`src/rtl/mem_access_stage_pkg.sv`:
```
// riscv_pkg: shared types and constants for the MEM stage.
//   XLEN, REG_ADDR_W   - default datapath / register index widths
//   mem_state_e        - MEM stage FSM states
//   F3_*               - load/store funct3 access size/sign encodings
//   is_misaligned()    - alignment rule used when MEM_MISALIGN_CHECK_EN is set
package riscv_pkg;

  localparam int unsigned XLEN       = 32;
  localparam int unsigned REG_ADDR_W = 5;

  typedef enum logic [1:0] {
    IDLE,
    REQ,
    WAIT_RSP
  } mem_state_e;

  localparam logic [2:0] F3_B  = 3'b000;
  localparam logic [2:0] F3_H  = 3'b001;
  localparam logic [2:0] F3_W  = 3'b010;
  localparam logic [2:0] F3_BU = 3'b100;
  localparam logic [2:0] F3_HU = 3'b101;

  // Halfwords need addr[0]=0; words (and undefined sizes, which are
  // treated as words) need addr[1:0]=0. Bytes are always aligned.
  function automatic logic is_misaligned(input logic [2:0] funct3,
                                         input logic [1:0] off);
    case (funct3)
      F3_B, F3_BU: return 1'b0;
      F3_H, F3_HU: return off[0];
      default:     return |off;
    endcase
  endfunction

endpackage

```
`src/rtl/mem_access_stage_lane_align.sv`:
```
// mem_lane_align: combinational byte-lane steering for data memory.
//   funct3     in  3  : access size/sign
//   off        in  2  : addr[1:0]
//   store_data in  32 : rs2 value
//   load_data  in  32 : raw word from memory
//   be         out 4  : byte enables
//   wdata      out 32 : store data replicated across lanes
//   lmd        out 32 : extracted and extended load data
module mem_lane_align
  import riscv_pkg::*;
(
  input  logic [2:0]  funct3,
  input  logic [1:0]  off,
  input  logic [31:0] store_data,
  input  logic [31:0] load_data,
  output logic [3:0]  be,
  output logic [31:0] wdata,
  output logic [31:0] lmd
);

  logic [31:0] shifted;
  logic [7:0]  lane_byte;
  logic [15:0] lane_half;

  assign shifted   = load_data >> {off, 3'b000};
  assign lane_byte = shifted[7:0];
  assign lane_half = off[1] ? load_data[31:16] : load_data[15:0];

  always_comb begin
    be    = 4'b1111;
    wdata = store_data;
    lmd   = load_data;
    case (funct3)
      F3_B, F3_BU: begin
        be    = 4'b0001 << off;
        wdata = {4{store_data[7:0]}};
        lmd   = (funct3 == F3_B) ? {{24{lane_byte[7]}}, lane_byte}
                                 : {24'b0, lane_byte};
      end
      F3_H, F3_HU: begin
        be    = off[1] ? 4'b1100 : 4'b0011;
        wdata = {2{store_data[15:0]}};
        lmd   = (funct3 == F3_H) ? {{16{lane_half[15]}}, lane_half}
                                 : {16'b0, lane_half};
      end
      default: begin
        be    = 4'b1111;
        wdata = store_data;
        lmd   = load_data;
      end
    endcase
  end

endmodule

```
`src/rtl/mem_access_stage.sv`:
```
// mem_access_stage: pipeline MEM stage between execute and writeback.
// Accepts one instruction when ex_valid & ex_ready, issues loads/stores
// over a req/gnt/rvalid data-memory handshake and retires each
// instruction with a one-cycle wb_valid pulse.
//   clk, rst_n           : clock, synchronous active-low reset
//   ex_*                 : instruction fields from execute; ex_ready stalls it
//   dmem_*               : data memory request / grant / response
//   condpc               : next PC, registered at accept
//   wb_*                 : MEM/WB register fields
//   misalign_exc         : only when MEM_MISALIGN_CHECK_EN is defined
module mem_access_stage
  import riscv_pkg::*;
#(
  parameter int unsigned DATA_WIDTH = XLEN,
  parameter int unsigned REG_ADDR_W = riscv_pkg::REG_ADDR_W
) (
  input  logic                  clk,
  input  logic                  rst_n,
  input  logic                  ex_valid,
  output logic                  ex_ready,
  input  logic [DATA_WIDTH-1:0] ex_alu_result,
  input  logic [DATA_WIDTH-1:0] ex_store_data,
  input  logic [DATA_WIDTH-1:0] ex_npc,
  input  logic                  ex_cond,
  input  logic                  ex_mem_read,
  input  logic                  ex_mem_write,
  input  logic [2:0]            ex_funct3,
  input  logic [REG_ADDR_W-1:0] ex_rd,
  input  logic                  ex_reg_write,
  input  logic                  ex_mem_to_reg,
  output logic                  dmem_req,
  output logic                  dmem_we,
  output logic [DATA_WIDTH-1:0] dmem_addr,
  output logic [DATA_WIDTH-1:0] dmem_wdata,
  output logic [3:0]            dmem_be,
  input  logic                  dmem_gnt,
  input  logic                  dmem_rvalid,
  input  logic [DATA_WIDTH-1:0] dmem_rdata,
  output logic [DATA_WIDTH-1:0] condpc,
  output logic                  wb_valid,
  output logic [DATA_WIDTH-1:0] wb_lmd,
  output logic [DATA_WIDTH-1:0] wb_alu_result,
  output logic [REG_ADDR_W-1:0] wb_rd,
  output logic                  wb_reg_write,
  output logic                  wb_mem_to_reg
`ifdef MEM_MISALIGN_CHECK_EN
  ,
  output logic                  misalign_exc
`endif
);

  mem_state_e            state;
  logic [DATA_WIDTH-1:0] alu_q;
  logic [DATA_WIDTH-1:0] store_data_q;
  logic [2:0]            funct3_q;
  logic                  mem_write_q;
  logic                  misalign_now;
  logic                  mem_op;
  logic [3:0]            lane_be;
  logic [DATA_WIDTH-1:0] lane_wdata;
  logic [DATA_WIDTH-1:0] lane_lmd;

  assign mem_op = ex_mem_read | ex_mem_write;

`ifdef MEM_MISALIGN_CHECK_EN
  assign misalign_now = mem_op & is_misaligned(ex_funct3, ex_alu_result[1:0]);
`else
  assign misalign_now = 1'b0;
`endif

  mem_lane_align u_lane (
    .funct3     (funct3_q),
    .off        (alu_q[1:0]),
    .store_data (store_data_q),
    .load_data  (dmem_rdata),
    .be         (lane_be),
    .wdata      (lane_wdata),
    .lmd        (lane_lmd)
  );

  assign ex_ready = (state == IDLE);

  // Request-side outputs are forced to zero outside REQ so the bus is
  // quiet after reset and between transactions.
  assign dmem_req   = (state == REQ);
  assign dmem_we    = dmem_req & mem_write_q;
  assign dmem_addr  = dmem_req ? {alu_q[DATA_WIDTH-1:2], 2'b00} : '0;
  assign dmem_wdata = dmem_req ? lane_wdata : '0;
  assign dmem_be    = dmem_req ? lane_be : '0;

  assign wb_alu_result = alu_q;

  always_ff @(posedge clk) begin
    if (!rst_n) begin
      state         <= IDLE;
      alu_q         <= '0;
      store_data_q  <= '0;
      funct3_q      <= '0;
      mem_write_q   <= 1'b0;
      condpc        <= '0;
      wb_valid      <= 1'b0;
      wb_lmd        <= '0;
      wb_rd         <= '0;
      wb_reg_write  <= 1'b0;
      wb_mem_to_reg <= 1'b0;
`ifdef MEM_MISALIGN_CHECK_EN
      misalign_exc  <= 1'b0;
`endif
    end else begin
      wb_valid <= 1'b0;
`ifdef MEM_MISALIGN_CHECK_EN
      misalign_exc <= 1'b0;
`endif
      case (state)
        IDLE: begin
          if (ex_valid) begin
            alu_q         <= ex_alu_result;
            store_data_q  <= ex_store_data;
            funct3_q      <= ex_funct3;
            mem_write_q   <= ex_mem_write;
            condpc        <= ex_cond ? ex_alu_result : ex_npc;
            wb_rd         <= ex_rd;
            wb_mem_to_reg <= ex_mem_to_reg;
            // Register-write suppression for stores and faulting accesses
            // is resolved at accept so the retire paths need no extra mux.
            wb_reg_write  <= ex_reg_write & ~ex_mem_write & ~misalign_now;
            if (misalign_now) begin
              wb_valid <= 1'b1;
`ifdef MEM_MISALIGN_CHECK_EN
              misalign_exc <= 1'b1;
`endif
            end else if (mem_op) begin
              state <= REQ;
            end else begin
              wb_valid <= 1'b1;
            end
          end
        end
        REQ: begin
          if (dmem_gnt) begin
            if (mem_write_q) begin
              wb_valid <= 1'b1;
              state    <= IDLE;
            end else begin
              state <= WAIT_RSP;
            end
          end
        end
        WAIT_RSP: begin
          if (dmem_rvalid) begin
            wb_lmd   <= lane_lmd;
            wb_valid <= 1'b1;
            state    <= IDLE;
          end
        end
        default: state <= IDLE;
      endcase
    end
  end

endmodule

```
`config.mk`:
```
export PLATFORM = sky130hd
export DESIGN_NAME = mem_access_stage
export DESIGN_NICKNAME = d
export VERILOG_FILES = /design/src/rtl/mem_access_stage_pkg.sv /design/src/rtl/mem_access_stage_lane_align.sv /design/src/rtl/mem_access_stage.sv
export SDC_FILE = /design/constraint.sdc
export NUM_CORES = 1
export LEC_CHECK = 0
export ABC_CLOCK_PERIOD_IN_PS = 5150
export CAP_MARGIN = 15
export CORE_AREA = 2 2 93 184
export DETAILED_ROUTE_END_ITERATION = 8
export DIE_AREA = 0 0 95 186
export HOLD_SLACK_MARGIN = 0.08
export PLACE_DENSITY = 0.85
export SYNTH_ARGS = -nofsm -noshare
export SYNTH_HDL_FRONTEND = slang
export SYNTH_HIERARCHICAL = 1
export SYNTH_SLANG_ARGS = --single-unit
```
`constraint.sdc`:
```
create_clock -name clk -period 5.15 [get_ports clk]
set_clock_uncertainty 0.15 [all_clocks]
set_input_delay 0.7725 -clock clk [delete_from_list [all_inputs] [get_ports clk]]
set_output_delay 0.7725 -clock clk [all_outputs]
set_load 0.1 [all_outputs]
```
==> flow_summary_export.csv <==
group,metric,value,unit
power_and_ir_drop,leakage,4.389,nW
power_and_ir_drop,pwr-share-seq,34.7,%
clocking,holdBufCountCts,0,
layout,layout.nets,1277,
route,drt_iter0_drc,472,
sta,fin_crit_sh,80.90,%
yosys,syn_area_per_cell,8.374,um2
clocking,cts.clk_slew.worst_paths,0.06,ns
power_and_ir_drop,power,3.531,mW
yosys,yosysTopAreaCell,"dfxtp_1",
placed_design,place_area,10340,um2
placed_design,gp_congestion,0.9055,
power_and_ir_drop,power_density,321.9,nW/um2
layout,area_growth,50.01,%
layout,n_fill_cell,1343,
critical_path,r2r_setup_slack,2.69,ns
power_and_ir_drop,vdd_drop_max,258.3,uV
route,drc,0,
route,drtAntennaViolNets,0,
floorplanning,dieHeight,186,um
power_and_ir_drop,p_int,2.276,mW
critical_path,required,4.23,ns
global_route,grt_max_degree,140,
clocking,post_cts_buffers,0,
yosys,synth.area.top_cells,"dfxtp_1, nand2_1, mux2i_1, and2_1, a21boi_0",
clocking,cts_made_buffers,17,
global_route,gr-total-overflow,0,
critical_path,start_kind,"flop",
critical_path,worstSetupPathType,"flop to output pin",
layout,drive_gt1_share,6.731,%
route,drt-vias-per-instance,5.312,
sta,relSlewSlack,21.63,%
sta,tns,0,ns
route,avgRoutedWirePerCell,19.41,um
clocking,cts_tree,"done",
global_route,grt_pass1_wl,38110,um
yosys,synth_seq_area_share,38.88,%
power_and_ir_drop,power_switching_share,35.54,%
clocking,htreeDepth,4,
clocking,root_buffer,"clkbuf_16",
global_route,antenna_found_initial,1,
status,status,"finished clean",
critical_path,crit_arrival,3.24,ns
critical_path,critical_path.cell_chain,"and2b_2 > and2_1 > clkdlybuf4s50_1",
layout,design_area,10970,um2
critical_path,cp_slowest_cell,"clkdlybuf4s50_1",
yosys,ys_ff_latch,142,
floorplanning,start_util,44.94,%
clocking,clkSinkCount,142,
clocking,cts_max_path_buffers,2,
route,vias,7166,
yosys,netlist_area,7311,um2
sta,drv_slew,0,
power_and_ir_drop,pwr-share-clk,35.8,%
global_route,first_global_vias,6898,
power_and_ir_drop,combinationalPowerShare,29.5,%
placed_design,hpwl,18560,um
yosys,synth_cells,873,
clocking,insertion_delay,0.42,ns
sta,period_minus_slack,4.166,ns
yosys,synth_top_area_share,38.88,%
floorplanning,io_pins,321,
global_route,grt_util_all_layers,28.83,%
sta,clock.fmax,0.2400,GHz
worst_hold_path,hold_path.class,"flop to flop",
sta,worst_pin_slew,1.172,ns
power_and_ir_drop,p_sw,1.255,mW
floorplanning,core,16270,um2
route,drt_first_pass_iters,5,
critical_path,slowest_delay,1.14,ns
floorplanning,die_w,95,um
placed_design,port_buffers,318,
clocking,post_cts_resized,0,
critical_path,cp_max_fo,70,
critical_path,worstSetupEndpointType,"output pin",
sta,hold_violations,0,
sta,rsz0062_at_grt,"false",
yosys,synth_cell_types,43,
flow_run,cap_violations,0,
sta,holdWs,0.2956,ns
yosys,yosys_warnings,6,
route,wirelength,26190,um
floorplanning,rows,66,
sta,setup-violations-final,0,
floorplanning,die_area,17670,um2
## worst paths after layout
check,startpoint,to,cells after the start
min,wb_reg_write$_SDFFE_PN0P_,wb_reg_write$_SDFFE_PN0P_,2
max,state[0]$_SDFFE_PN0P_,dmem_wdata[18],3
max reg2reg,wb_alu_result[1]$_SDFFE_PN0P_,wb_lmd[2]$_SDFFE_PN0P_,5
min reg2reg,wb_reg_write$_SDFFE_PN0P_,wb_reg_write$_SDFFE_PN0P_,2
## worst max-delay path, delay by kind of cell (launching register included)
kind | cells | cell delay [ns]
buf+inv | 1 | 1.14
simple gates | 2 | 1.15
flops | 1 | 0.51
## through the flow
stage	utilization, %	setup WS (ns)	cells
2_1_floorplan	-	1.735	874
3_3_place_gp	63.57	1.574	1315
3_5_place_dp	63.57	1.457	1315
4_1_cts	67.31	0.9845	1347
5_1_grt	67.41	0.8604	1349
6_report	67.41	0.9839	1349
## logic make-up (layout without fill, tap and decap cells)
logic type	after synthesis	after routing	synth area share (%)
buf+inv	91	361	6.384
mux	68	68	10.06
other cells	1	3	0.05129
flops	142	142	38.88
simple gates	374	374	23.09
compound gates	197	197	21.53
## cells in the final DEF (no fill, tap or decap), types with 10 or more instances in the layout
cell	count
nor2b_1	20
and2_1	68
nand2_1	261
o22ai_1	16
clkdlybuf4s50_1	308
a21boi_0	54
buf_4	14
dfxtp_1	141
o211a_1	32
a21boi_1	53
mux2_2	12
o21ai_0	10
nor2_1	10
clkbuf_16	17
mux2i_1	48
## cells in the mapped netlist (all sizes together)
cell    count
a21boi    107
a221o       7
a22oi       9
a311oi      1
a31oi       2
and2       68
and2b       1
and3        1
and3b       1
and4b       1
buf        51
clkbuf     36
conb        1
dfxtp     142
inv         4
mux2       20
mux2i      48
nand2     261
nand3b      2
nor2       10
nor2b      20
nor3        2
nor3b       3
o211a      32
o21ai      10
o21bai      4
o221ai      8
o22ai      16
o31a        1
or2         2
or3b        2
## power groups by stage
stage | combinational [mW] | sequential, mW | clock [mW]
final | 1.04 | 1.23 | 1.26
after global routing | 1.09 | 1.23 | 1.33
after CTS | 1.04 | 1.22 | 1.29
after detailed placement | 1.04 | 1.25 | 0
after global placement | 1.03 | 1.24 | 0
after floorplan | 0.416 | 1.56 | 0
## layout make-up
type | instances | area (um2) | area share, %
Antenna cell | 1 | 2.502 | 0.02282
Clock buffer | 19 | 442.9 | 4.039
Clock inverter | 13 | 163.9 | 1.495
Inverter | 4 | 15.01 | 0.1369
Multi-Input combinational cell | 641 | 4015 | 36.61
Sequential cell | 142 | 2844 | 25.93
Tap cell | 204 | 255.2 | 2.327
Timing Repair Buffer | 325 | 3228 | 29.44
## routing by layer
metal	vias to the layer above	GRT usage (%)	wire, um
li1	3450	-	-
met1	3306	29.43	9089
met2	340	50.67	13810
met3	70	8.866	2028
met4	0	16.81	1263
met5	-	0	0
No activity file was read; power rests on OpenSTA's default activity.
